`config.mk`:
```
export PLATFORM = sky130hd
export DESIGN_NAME = fact_mmio_if
export DESIGN_NICKNAME = d
export VERILOG_FILES = /design/src/rtl/fact_pkg.sv /design/src/rtl/fact_mmio_if.sv
export SDC_FILE = /design/constraint.sdc
export NUM_CORES = 1
export LEC_CHECK = 0
export ABC_CLOCK_PERIOD_IN_PS = 2450
export CORE_ASPECT_RATIO = 1.25
export CORE_MARGIN = 2
export CORE_UTILIZATION = 30
export DETAILED_ROUTE_END_ITERATION = 16
export HOLD_SLACK_MARGIN = 0.03
export PLACE_DENSITY = 0.65
export SYNTH_ARGS = -nofsm -noshare
export SYNTH_HDL_FRONTEND = slang
export SYNTH_SLANG_ARGS = --single-unit
```
`constraint.sdc`:
```
create_clock -name CLK -period 2.45 [get_ports CLK]
set_input_delay 0.245 -clock CLK [delete_from_list [all_inputs] [get_ports CLK]]
set_output_delay 0.245 -clock CLK [all_outputs]
set_load 0.03 [all_outputs]
```
`src/rtl/fact_pkg.sv`:
```
// Shared constants for the factorial MMIO front end: register map, FSM encoding
// and the default completion timeout.
package fact_pkg;

   localparam logic [1:0] ADDR_N      = 2'd0;
   localparam logic [1:0] ADDR_GO     = 2'd1;
   localparam logic [1:0] ADDR_STATUS = 2'd2;
   localparam logic [1:0] ADDR_RESULT = 2'd3;

   localparam int DEFAULT_TIMEOUT = 255;

   typedef enum logic [1:0] {
      IDLE = 2'd0,
      GO   = 2'd1,
      WAIT = 2'd2
   } fact_state_e;

endpackage

```
`src/rtl/fact_mmio_if.sv`:
```
// Bus-facing register block that launches one factorial request at a time and
// captures the core's result, error flag, or a timeout into sticky status.
module fact_mmio_if
   import fact_pkg::*;
#(
   parameter int TIMEOUT = DEFAULT_TIMEOUT
) (
   input  logic        CLK,
   input  logic        RST,
   input  logic        WE,
   input  logic [1:0]  A,
   input  logic [31:0] WD,
   output logic [31:0] RD,
   output logic        fGo,
   output logic [3:0]  fN,
   input  logic        fDone,
   input  logic        fErr,
   input  logic [31:0] fNF,
   output logic        Busy
);

   localparam logic [7:0] TIMEOUT_LAST = 8'(TIMEOUT - 1);

   fact_state_e state;
   logic [3:0]  nReg;
   logic [31:0] resultReg;
   logic        doneS;
   logic        errS;
   logic [7:0]  waitCnt;
   logic        prevDone;
   logic        doneRise;
   logic        goWrite;
   logic        unusedWd;

   assign unusedWd = ^WD[31:4];
   assign fN       = nReg;
   assign goWrite  = WE && (A == ADDR_GO) && WD[0];
   // Only a fresh edge completes a request, so a done level left over from the
   // previous run cannot finish the next one early.
   assign doneRise = fDone && !prevDone;

   always_comb begin
      RD = 32'd0;
      unique case (A)
         ADDR_N:      RD = {28'd0, nReg};
         ADDR_GO:     RD = {31'd0, Busy};
         ADDR_STATUS: RD = {30'd0, errS, doneS};
         ADDR_RESULT: RD = resultReg;
         default:     RD = 32'd0;
      endcase
   end

   // Request FSM with registered fGo/Busy; a real completion edge wins over a
   // timeout landing in the same cycle.
   always_ff @(posedge CLK) begin
      if (RST) begin
         state     <= IDLE;
         nReg      <= 4'd0;
         resultReg <= 32'd0;
         doneS     <= 1'b0;
         errS      <= 1'b0;
         waitCnt   <= 8'd0;
         prevDone  <= 1'b0;
         fGo       <= 1'b0;
         Busy      <= 1'b0;
      end else begin
         prevDone <= fDone;
         if (WE && (A == ADDR_N) && !Busy) begin
            nReg <= WD[3:0];
         end
         unique case (state)
            IDLE: begin
               if (goWrite) begin
                  state <= GO;
                  doneS <= 1'b0;
                  errS  <= 1'b0;
                  fGo   <= 1'b1;
                  Busy  <= 1'b1;
               end
            end
            GO: begin
               state   <= WAIT;
               fGo     <= 1'b0;
               waitCnt <= 8'd0;
            end
            WAIT: begin
               if (doneRise) begin
                  resultReg <= fNF;
                  errS      <= fErr;
                  doneS     <= 1'b1;
                  state     <= IDLE;
                  Busy      <= 1'b0;
               end else if (waitCnt == TIMEOUT_LAST) begin
                  resultReg <= 32'd0;
                  errS      <= 1'b1;
                  doneS     <= 1'b1;
                  state     <= IDLE;
                  Busy      <= 1'b0;
               end else begin
                  waitCnt <= waitCnt + 8'd1;
               end
            end
            default: begin
               state <= IDLE;
               fGo   <= 1'b0;
               Busy  <= 1'b0;
            end
         endcase
      end
   end

endmodule

```
==> impl_metrics.csv <==
group,metric,value,unit
outcome,status,"complete, no violations",
clocking,cts_max_path_buffers,2,
synthesis,synthTopCellsByArea,"dfxtp_1 (46%), a22o_1 (13%), and3_1 (8.4%)",
pwr,p_int,0.00116,W
synthesis,synth_nets,295,
critical_path,cp_max_fo,2,
critical_path,cp.required,2.20,ns
timing,timing.fmax,477,MHz
synthesis,synth_top_area_cell,"dfxtp_1",
timing,drv_slew,0,
job,drv_cap,0,
timing,max_slew_margin,43.1,%
critical_path,critical_path_arrival,1.85,ns
floorplanning,io-pin-count,109,
detailed_routing,route.detailed.drc,0,
detailed_routing,dr.pass1.iters,4,
placed_design,gp_congestion,0.811,
clocking,cts_tree,"yes",
pwr,leakage,1.32,nW
floorplanning,fp.dieH,100,um
global_route,antenna_found_initial,0,
pwr,ir_drop,317,uV
detailed_routing,routedWlPerCell,14.1,um
detailed_routing,drt_wl_total,5.54,mm
pwr,power_frac_comb,10.8,%
pwr,power.density,486,nW/um2
timing,skew,0.00616,ns
synthesis,synthTopCellsByCount,"dfxtp_1 (51), a22o_1 (34), and3_1 (30)",
synthesis,syn-mean-instance-area,10.0,um2
clocking,cts_hold_buffers,0,
timing,tns,0,ns
clocking,root_buffer,"clkbuf_8",
synthesis,synth-main-ff-cell,"dfxtp_1",
synthesis,synthCells,222,
pwr,sw_frac_of_total,23.9,%
layout,syn_to_final_growth,40.5,%
critical_path,start_kind,"input pin",
detailed_routing,drt_iter0_drc,124,
floorplanning,die_w,81.1,um
layout,nFillCells,742,
synthesis,netlist-cell-type-count,44,
clocking,cts_resized,0,
clocking,clk_pin_slew,0.09,ns
synthesis,synth-edff-count,0,
global_route,grt_pass1_vias,1944,
floorplanning,initial_utilization,30.7,%
global_route,grt_use_total,14.1,%
pwr,p_switching,0.000364,W
clocking,htree_levels,2,
pwr,clkPwrFrac,33.7,%
timing,layout_min_cycle_time,2.10,ns
timing,setup_viol,0,
pwr,p_total,0.00152,W
global_route,grt_pass1_wl,9.17,mm
detailed_routing,via_per_inst,5.09,
detailed_routing,antenna_left,0,
placed_design,dp_hpwl,3.87,mm
timing,tightest_slew,0.851,ns
critical_path,rrSetupSlack,0.42,ns
synthesis,syn_area,2230,um2
synthesis,ys_seq_area_share,45.8,%
clocking,post-cts-setup-buffers,0,
clocking,cts_buffers,5,
placed_design,io_buffers,80,
synthesis,ys_async_sr_fraction,0,%
synthesis,yosysWarnings,0,
pwr,power_frac_seq,55.5,%
layout,drive_above_1_share,17.7,%
timing,min_period_over_period,85.5,%
clocking,clock_latency,0.30,ns
global_route,grt_max_degree,34,
clocking,clkSinkCount,51,
synthesis,ys_ff_latch,51,
floorplanning,die_area,8140,um2
critical_path,critical_path_class,"in -> out",
timing,final_hold_viol_count,0,
timing,rsz0062_at_grt,"false",
hold_path,min_path_type,"reg -> reg",
synthesis,yosysMostFrequentCell,"dfxtp_1",
floorplanning,design.core.area,7270,um2
layout,fin_nets,372,
layout,diodes,0,
synthesis,netlist.area_leader.share,45.8,%
global_route,overflow,0,
critical_path,worstSetupEndpointType,"output port",
detailed_routing,num_vias,1995,
floorplanning,fp-row-count,35,
## path summary, 6_finish.rpt
kind                 startpoint       endpoint  cells past startpoint
setup / recovery           A[1]          RD[0]                      3
hold / removal    resultReg[25]  resultReg[25]                      1
setup reg to reg     waitCnt[0]           errS                      6
hold reg to reg   resultReg[25]  resultReg[25]                      1
## power by group through the flow
stage | Combinational [W] | Sequential [W] | Clock [W]
floorplan | 0.0000619 | 0.000870 | 0
global route | 0.000176 | 0.000846 | 0.000567
CTS | 0.000165 | 0.000845 | 0.000537
detailed placement | 0.000165 | 0.000864 | 0
finish | 0.000164 | 0.000845 | 0.000513
global placement | 0.000164 | 0.000864 | 0
## through the flow
step | instances | cell area (um2) | hold WS (ns) | setup slack (ns) | util [%]
after floorplan | 222 | 2230 | 0.370 | 0.906 | -
after global placement | 384 | 3030 | 0.453 | 0.358 | 41.7
after detailed placement | 384 | 3030 | 0.456 | 0.354 | 41.7
after CTS | 392 | 3130 | 0.482 | 0.356 | 43.1
after global routing | 392 | 3130 | 0.501 | 0.270 | 43.1
final | 392 | 3130 | 0.475 | 0.355 | 43.1
## area by class of cell
class                           instances  area (um2)  area share [%]
Sequential cell                        51        1020            32.6
Clock inverter                          2        16.3           0.520
Tap cell                               92         115            3.68
Inverter                                3        11.3           0.360
Clock buffer                            6        82.6            2.64
Timing Repair Buffer                   87         776            24.8
Multi-Input combinational cell        151        1110            35.4
## metal layers
metal	GRT usage [%]	up-vias	wire length (um)	share of wire [%]
met4	4.17	0	63	1.1
met1	17.2	931	2350	43
met3	4.77	5	449	8.1
met2	23.3	62	2670	48
met5	0	-	0	0
li1	-	997	-	-
## cells in the final DEF, fill, tap and decap left out, types with 2 or more instances in the layout
| cell type | count |
|---|---|
| o21a_1 | 2 |
| mux2i_1 | 5 |
| a31oi_1 | 4 |
| o31ai_1 | 4 |
| o2111ai_1 | 3 |
| nor3_1 | 3 |
| o311ai_0 | 2 |
| dfxtp_1 | 51 |
| ha_1 | 2 |
| nor2b_1 | 3 |
| buf_4 | 38 |
| o21ai_0 | 2 |
| nor4_1 | 2 |
| a21oi_1 | 6 |
| clkbuf_8 | 6 |
| nor2_1 | 14 |
| and3_1 | 30 |
| clkdlybuf4s50_1 | 49 |
| a22o_1 | 34 |
| nand2b_1 | 4 |
| inv_1 | 3 |
| nand2_1 | 6 |
| nand3_1 | 4 |
| and2_1 | 2 |
## worst max-delay path, cell delays in order
cell	delay [ns]
clkdlybuf4s50_1	0.50
mux4_2	0.50
clkdlybuf4s50_1	0.61
## logic make-up after synthesis
family          synth area share [%]
mux                             3.26
compound gates                  23.6
fa+ha+maj                       1.12
flops                           45.8
simple gates                    21.4
buf+inv                         4.72
## sequential cells by signal, indices dropped and copies added, names as in the netlist, 2 cells and up
| register | cells |
|---|---|
| resultReg | 32 |
| fN | 4 |
| state | 2 |
| waitCnt | 8 |
No activity file was read; power rests on OpenSTA's default activity.
